[src/rtl/rwt_up_bus_splitter.sv]
// Registered one-to-N splitter for the up_* register bus: address decode, one-cycle
// block request pulses, per-channel ack timeout, decode-error completion, error counter.

module rwt_up_chan #(
  parameter int NUM_BLOCKS = 1,
  parameter int SEL_WIDTH  = 5,
  parameter int TIMEOUT    = 256
) (
  input  logic                  clk,
  input  logic                  rst_n,
  input  logic                  req,
  input  logic [SEL_WIDTH-1:0]  sel,
  input  logic [NUM_BLOCKS-1:0] blk_ack,
  output logic [NUM_BLOCKS-1:0] blk_req,
  output logic [NUM_BLOCKS-1:0] sel_oh,
  output logic                  take,
  output logic                  fin_ok,
  output logic                  fin_to,
  output logic                  fin_dec,
  output logic                  ack
);
  typedef enum logic [1:0] {IDLE, WAIT, ERR} state_t;
  localparam logic [15:0] CNT_LAST = 16'(TIMEOUT - 1);

  state_t                state, state_d;
  logic [15:0]           cnt, cnt_d;
  logic [NUM_BLOCKS-1:0] req_oh, sel_oh_d;
  logic                  hit;

  always_comb begin
    req_oh = '0;
    for (int i = 0; i < NUM_BLOCKS; i++) req_oh[i] = (32'(sel) == 32'(i));
  end

  // Only the latched block's ack counts; stray acks from others fall out here.
  assign hit = |(blk_ack & sel_oh);

  always_comb begin
    state_d  = state;
    cnt_d    = cnt;
    sel_oh_d = sel_oh;
    take     = 1'b0;
    fin_ok   = 1'b0;
    fin_to   = 1'b0;
    fin_dec  = 1'b0;
    case (state)
      IDLE: if (req) begin
        if (|req_oh) begin
          take     = 1'b1;
          sel_oh_d = req_oh;
          cnt_d    = '0;
          state_d  = WAIT;
        end else begin
          fin_dec = 1'b1;
          state_d = ERR;
        end
      end
      WAIT: begin
        if (hit) begin
          fin_ok  = 1'b1;
          state_d = IDLE;
        end else if (cnt == CNT_LAST) begin
          fin_to  = 1'b1;
          state_d = IDLE;
        end else begin
          cnt_d = cnt + 16'd1;
        end
      end
      ERR:     state_d = IDLE;
      default: state_d = IDLE;
    endcase
  end

  always_ff @(posedge clk or negedge rst_n) begin
    if (!rst_n) begin
      state   <= IDLE;
      cnt     <= '0;
      sel_oh  <= '0;
      blk_req <= '0;
      ack     <= 1'b0;
    end else begin
      state   <= state_d;
      cnt     <= cnt_d;
      sel_oh  <= sel_oh_d;
      blk_req <= take ? req_oh : '0;
      ack     <= fin_ok | fin_to | fin_dec;
    end
  end
endmodule

module rwt_up_bus_splitter #(
  parameter int          NUM_BLOCKS = 1,
  parameter int          SEL_WIDTH  = 5,
  parameter int          LOCAL_AW   = 9,
  parameter int          TIMEOUT    = 256,
  parameter logic [31:0] ERR_DATA   = 32'hDEADDEAD
) (
  input  logic                         up_clk,
  input  logic                         up_rstn,
  input  logic                         up_wreq,
  input  logic [SEL_WIDTH+LOCAL_AW-1:0] up_waddr,
  input  logic [31:0]                  up_wdata,
  output logic                         up_wack,
  input  logic                         up_rreq,
  input  logic [SEL_WIDTH+LOCAL_AW-1:0] up_raddr,
  output logic [31:0]                  up_rdata,
  output logic                         up_rack,
  output logic [NUM_BLOCKS-1:0]        blk_wreq,
  output logic [LOCAL_AW-1:0]          blk_waddr,
  output logic [31:0]                  blk_wdata,
  input  logic [NUM_BLOCKS-1:0]        blk_wack,
  output logic [NUM_BLOCKS-1:0]        blk_rreq,
  output logic [LOCAL_AW-1:0]          blk_raddr,
  input  logic [32*NUM_BLOCKS-1:0]     blk_rdata,
  input  logic [NUM_BLOCKS-1:0]        blk_rack,
  input  logic                         err_clr,
  output logic                         err_timeout,
  output logic                         err_decode,
  output logic [15:0]                  err_cnt
);
  localparam int AW = SEL_WIDTH + LOCAL_AW;

  logic [NUM_BLOCKS-1:0] w_oh, r_oh;
  logic                  w_take, w_ok, w_to, w_dec;
  logic                  r_take, r_ok, r_to, r_dec;
  logic [31:0]           rd_mux;
  logic                  to_any, dec_any;
  logic [16:0]           err_sum;
  logic [15:0]           err_cnt_q;

  rwt_up_chan #(.NUM_BLOCKS(NUM_BLOCKS), .SEL_WIDTH(SEL_WIDTH), .TIMEOUT(TIMEOUT)) u_wr (
    .clk(up_clk), .rst_n(up_rstn), .req(up_wreq), .sel(up_waddr[AW-1:LOCAL_AW]),
    .blk_ack(blk_wack), .blk_req(blk_wreq), .sel_oh(w_oh), .take(w_take),
    .fin_ok(w_ok), .fin_to(w_to), .fin_dec(w_dec), .ack(up_wack)
  );

  rwt_up_chan #(.NUM_BLOCKS(NUM_BLOCKS), .SEL_WIDTH(SEL_WIDTH), .TIMEOUT(TIMEOUT)) u_rd (
    .clk(up_clk), .rst_n(up_rstn), .req(up_rreq), .sel(up_raddr[AW-1:LOCAL_AW]),
    .blk_ack(blk_rack), .blk_req(blk_rreq), .sel_oh(r_oh), .take(r_take),
    .fin_ok(r_ok), .fin_to(r_to), .fin_dec(r_dec), .ack(up_rack)
  );

  always_comb begin
    rd_mux = '0;
    for (int i = 0; i < NUM_BLOCKS; i++)
      rd_mux = rd_mux | (blk_rdata[32*i +: 32] & {32{r_oh[i]}});
  end

  assign to_any  = w_to | r_to;
  assign dec_any = w_dec | r_dec;
  assign err_sum = {1'b0, err_cnt_q} + 17'(to_any) + 17'(dec_any);
  assign err_cnt = err_cnt_q;

  always_ff @(posedge up_clk or negedge up_rstn) begin
    if (!up_rstn) begin
      blk_waddr   <= '0;
      blk_wdata   <= '0;
      blk_raddr   <= '0;
      up_rdata    <= '0;
      err_timeout <= 1'b0;
      err_decode  <= 1'b0;
      err_cnt_q   <= '0;
    end else begin
      if (w_take) begin
        blk_waddr <= up_waddr[LOCAL_AW-1:0];
        blk_wdata <= up_wdata;
      end
      if (r_take) blk_raddr <= up_raddr[LOCAL_AW-1:0];
      if (r_ok)                up_rdata <= rd_mux;
      else if (r_to || r_dec)  up_rdata <= ERR_DATA;
      err_timeout <= to_any;
      err_decode  <= dec_any;
      // Clear wins over any error landing in the same cycle.
      if (err_clr)                     err_cnt_q <= '0;
      else if (to_any || dec_any)      err_cnt_q <= err_sum[16] ? 16'hFFFF : err_sum[15:0];
    end
  end
endmodule

[config.mk]
export PLATFORM = sky130hd
export DESIGN_NAME = rwt_up_bus_splitter
export DESIGN_NICKNAME = d
export VERILOG_FILES = /design/src/rtl/rwt_up_bus_splitter.sv
export SDC_FILE = /design/constraint.sdc
export NUM_CORES = 1
export LEC_CHECK = 0
export ABC_AREA = 1
export BUFFER_PORTS_ARGS = -buffer_cell sky130_fd_sc_hd__buf_2
export CORE_ASPECT_RATIO = 0.9
export CORE_MARGIN = 4
export CORE_UTILIZATION = 35
export CTS_BUF_LIST = sky130_fd_sc_hd__clkbuf_16
export CTS_CLUSTER_SIZE = 25
export DETAILED_ROUTE_END_ITERATION = 12
export GPL_TIMING_DRIVEN = 0
export MAX_ROUTING_LAYER = met4
export PLACE_DENSITY = 0.54
export SYNTH_ARGS = -nofsm -noshare
export SYNTH_HDL_FRONTEND = slang
export SYNTH_SLANG_ARGS = --single-unit
[constraint.sdc]
create_clock -name up_clk -period 4.03 [get_ports up_clk]
set_input_delay 0.403 -clock up_clk [delete_from_list [all_inputs] [get_ports up_clk]]
set_output_delay 0.403 -clock up_clk [all_outputs]
set_load 0.01 [all_outputs]
==> out/results.ini <==
[synthesis]
syn-cell-area_sq_um=6990
synth_most_common_cell=nand2_1
synth_seq_cells=142
yosys-top-cells-area=dfrtp_1 (51%), nand2_1 (18%), nor2_1 (7.0%)
synth_cell_types=41
synth-edff-count=0
ys_top_cells_by_count=nand2_1 (330), dfrtp_1 (142), nor2_1 (131)
synth_ff_type=dfrtp_1
synth_cells=883
synth-seq-area-share_pct=50.8
synthDominantCellAreaShare_pct=50.8
yosys_warnings=0
synthesis.nets=986
syn_avg_cell_area_sq_um=7.92
ys_async_sr_fraction_pct=100
synth_area_leader_cell=dfrtp_1

[detailed_routing]
ant_nets=0
drtPass1Iterations=5
routedLengthMet1_um=9600
via_count=6264
drt_drc_violations_left=0
wire_per_inst_um=14.6
initialDrtViolationCount=392
dr_wl_met3_um=1330
route.met2.wl_um=8810
wl_um=20000
top_layer_used=met4
vias_per_cell=4.57

[worst_setup_path]
cp_top_family=simple AND/OR/NAND/NOR gates
r2r_setup_slack_ns=0.56
cp_common_cell=nand2_1
reg2reg_to=err_cnt[12]
ff2ff_path_depth=19
worstPathMaxFanout=10
cp.required_ns=4.38
slowest_stage=dfrtp_1
critPathCaptureType=flip-flop
crit_type=reg2reg
timing.rr.start=u_rd.cnt[0]
crit_buf_inv=5
slowest_delay_ns=0.44
path_cells=ha_1 -> nand2_2 -> inv_2 -> nand2_2 -> nor2_4 -> nand3_4 -> buf_2 -> nand2_1 -> inv_1 -> fa_1 -> inv_1 -> ha_1 -> nand2_1 -> nor2_2 -> nand4_1 -> buf_2 -> nand3_1 -> nand3_2 -> nand2_1
cp-start-kind=flip-flop
cp_data_arrival_time_ns=3.81

[timing]
setup_violations=0
slew_headroom_pct=57.7
slew_violations=0
skew_ns=0.0126
worst_pin_slew_ns=0.635
fin_crit_ns=3.47
hold_violations=0
min_period_over_period_pct=86.0
rsz0062_at_grt=false
fmax_ghz=0.288
setup_tns_ns=0

[finish]
final_cell_area_sq_um=9000
drive_gt1_share_pct=27.6
finish.utilization_pct=46.4
fin_nets=1209
area_growth_pct=28.8

[floorplanning]
die_area_sq_um=22300
coreArea_sq_um=19400
io-pin-count=203
std_cell_rows=48
fp.dieH_um=142
die_w_um=157
start_util_pct=36.0

[grt]
grt-ovfl-total=0
grt_antenna_before_repair=2
grt_usage_pct=19.1
first_global_vias=6280
grt_max_degree=94
grt_pass1_wl_um=32700

[clock_tree]
clkTransAtPathRegs_ns=0.06
cts_setup_buffers=0
h-tree-depth=4
cts.repair.resized=0
clockBufferDepth=2
numClockSinks=142
cts-root-buf=clkbuf_16
cts_made_buffers=17
clk-insertion-delay-late_ns=0.42
cts_tree=built

[outcome]
status=completed

[placement]
io_buffers=202
globalplace.congestion=0.866
dpl-instance-area_sq_um=8350
hpwlAfterDp_um=14800

[run]
cap_viol_max_count=0

[power_and_ir_drop]
power-per-cell-area_nw_per_um2=431
power_mw=3.88
peakVddDrop_uv=261
leakage_nw=4.75

[worst_hold_path]
holdPathEnd=blk_raddr[5]
worstHoldStart=up_raddr[5]
hp-class=in2reg
whs_path_depth=3

## cell usage in the layout (no fill, tap or decap), drive strengths merged
cell type	netlist	final
fa	1	1
o21bai	1	1
o21ai	27	27
clkinv	2	9
inv	60	62
nand3b	1	1
diode	0	2
nand2b	1	1
nand4	31	31
a21oi	6	6
and2	2	2
nor3b	1	1
nand2	343	343
a21o	1	1
xor2	5	5
ha	3	3
xnor2	6	6
nor2	137	137
buf	19	222
clkinvlp	0	1
or2	5	5
nand3	71	71
clkbuf	9	26
dlygate4sd3	0	1
dfrtp	142	142
bufinv	0	5
nor3	9	9
## power breakdown
part / internal (mW) / switching (mW)
Combinational: 0.200 / 0.289
Clock: 1.10 / 0.634
Sequential: 1.56 / 0.0968
Total: 2.86 / 1.02
## flip-flops by register name (all words and copies together) (netlist names)
| register | cells |
|---|---|
| blk_wdata | 32 |
| up_rdata | 32 |
| err_cnt | 16 |
| u_rd.cnt | 16 |
| u_wr.cnt | 16 |
| blk_raddr | 9 |
| blk_waddr | 9 |
| u_rd.state | 2 |
| u_wr.state | 2 |
| err_decode | 1 |
| err_timeout | 1 |
| u_rd.ack | 1 |
| u_rd.blk_req | 1 |
| u_rd.sel_oh | 1 |
| u_wr.ack | 1 |
| u_wr.blk_req | 1 |
| u_wr.sel_oh | 1 |
## cell families (layout without fill, tap and decap cells)
| logic type | count (synthesis) | in the layout | synth area share, % |
|---|---|---|---|
| simple gates | 601 | 601 | 37.9 |
| flops | 142 | 142 | 50.8 |
| buf+inv | 90 | 326 | 6.01 |
| compound gates | 35 | 35 | 3.06 |
| xor+xnor | 11 | 11 | 1.38 |
| fa+ha+maj | 4 | 4 | 0.824 |
| other cells | 0 | 2 | 0 |
## through the flow
stage / setup WS, ns / instances / hold slack, ns
finish: 0.563 / 1371 / 0.172
global route: 0.235 / 1371 / 0.158
CTS: 0.542 / 1369 / 0.152
detailed placement: 0.570 / 1336 / 0.381
global placement: 0.335 / 1335 / 0.452
floorplan: 1.18 / 883 / 0.107
## what timing repair did
action | 4_1_cts | 5_1_grt
hold buffers | 1 | 0
endpoints found under the setup margin | 0 | 0
hold endpoints to repair | 49 | 0
## metal layers
metal  track usage [%]  vias to the layer above
met3              5.47                       17
met2              28.0                      182
met1              26.0                     2835
met4              5.16                        0
met5                 -                        -
li1                  -                     3230
## layout make-up
cell class	count	area, sq um
antenna	2	5.00
buffer	28	180
clock buffer	17	425
clock inverter	15	218
fill	1943	10400
inverter	62	240
multi-input combinational	651	3020
sequential	142	3550
tap	250	313
timing repair buffer	204	1050
## worst register-to-register path: stages, from the launching register on
cell     delay (ns)
dfrtp_1        0.44
ha_1           0.22
nand2_2        0.09
inv_2          0.07
nand2_2        0.06
nor2_4         0.19
nand3_4        0.18
buf_2          0.26
nand2_1        0.10
inv_1          0.05
fa_1           0.39
inv_1          0.07
ha_1           0.16
nand2_1        0.11
nor2_2         0.22
nand4_1        0.25
buf_2          0.27
nand3_1        0.13
nand3_2        0.08
nand2_1        0.08
## worst max-delay path by stage
stage | depth (start not counted) | to | from | slack [ns]
2_1_floorplan | 19 | err_cnt[9] | u_rd.cnt[0] | 1.18
3_3_place_gp | 1 | up_rdata[19] | up_rstn | 0.33
3_5_place_dp | 19 | err_cnt[12] | u_rd.cnt[0] | 0.57
4_1_cts | 19 | err_cnt[12] | u_rd.cnt[0] | 0.54
5_1_grt | 19 | err_cnt[12] | u_rd.cnt[0] | 0.23
6_report | 19 | err_cnt[12] | u_rd.cnt[0] | 0.56
Note: power is estimated with default switching activity, not from simulation.
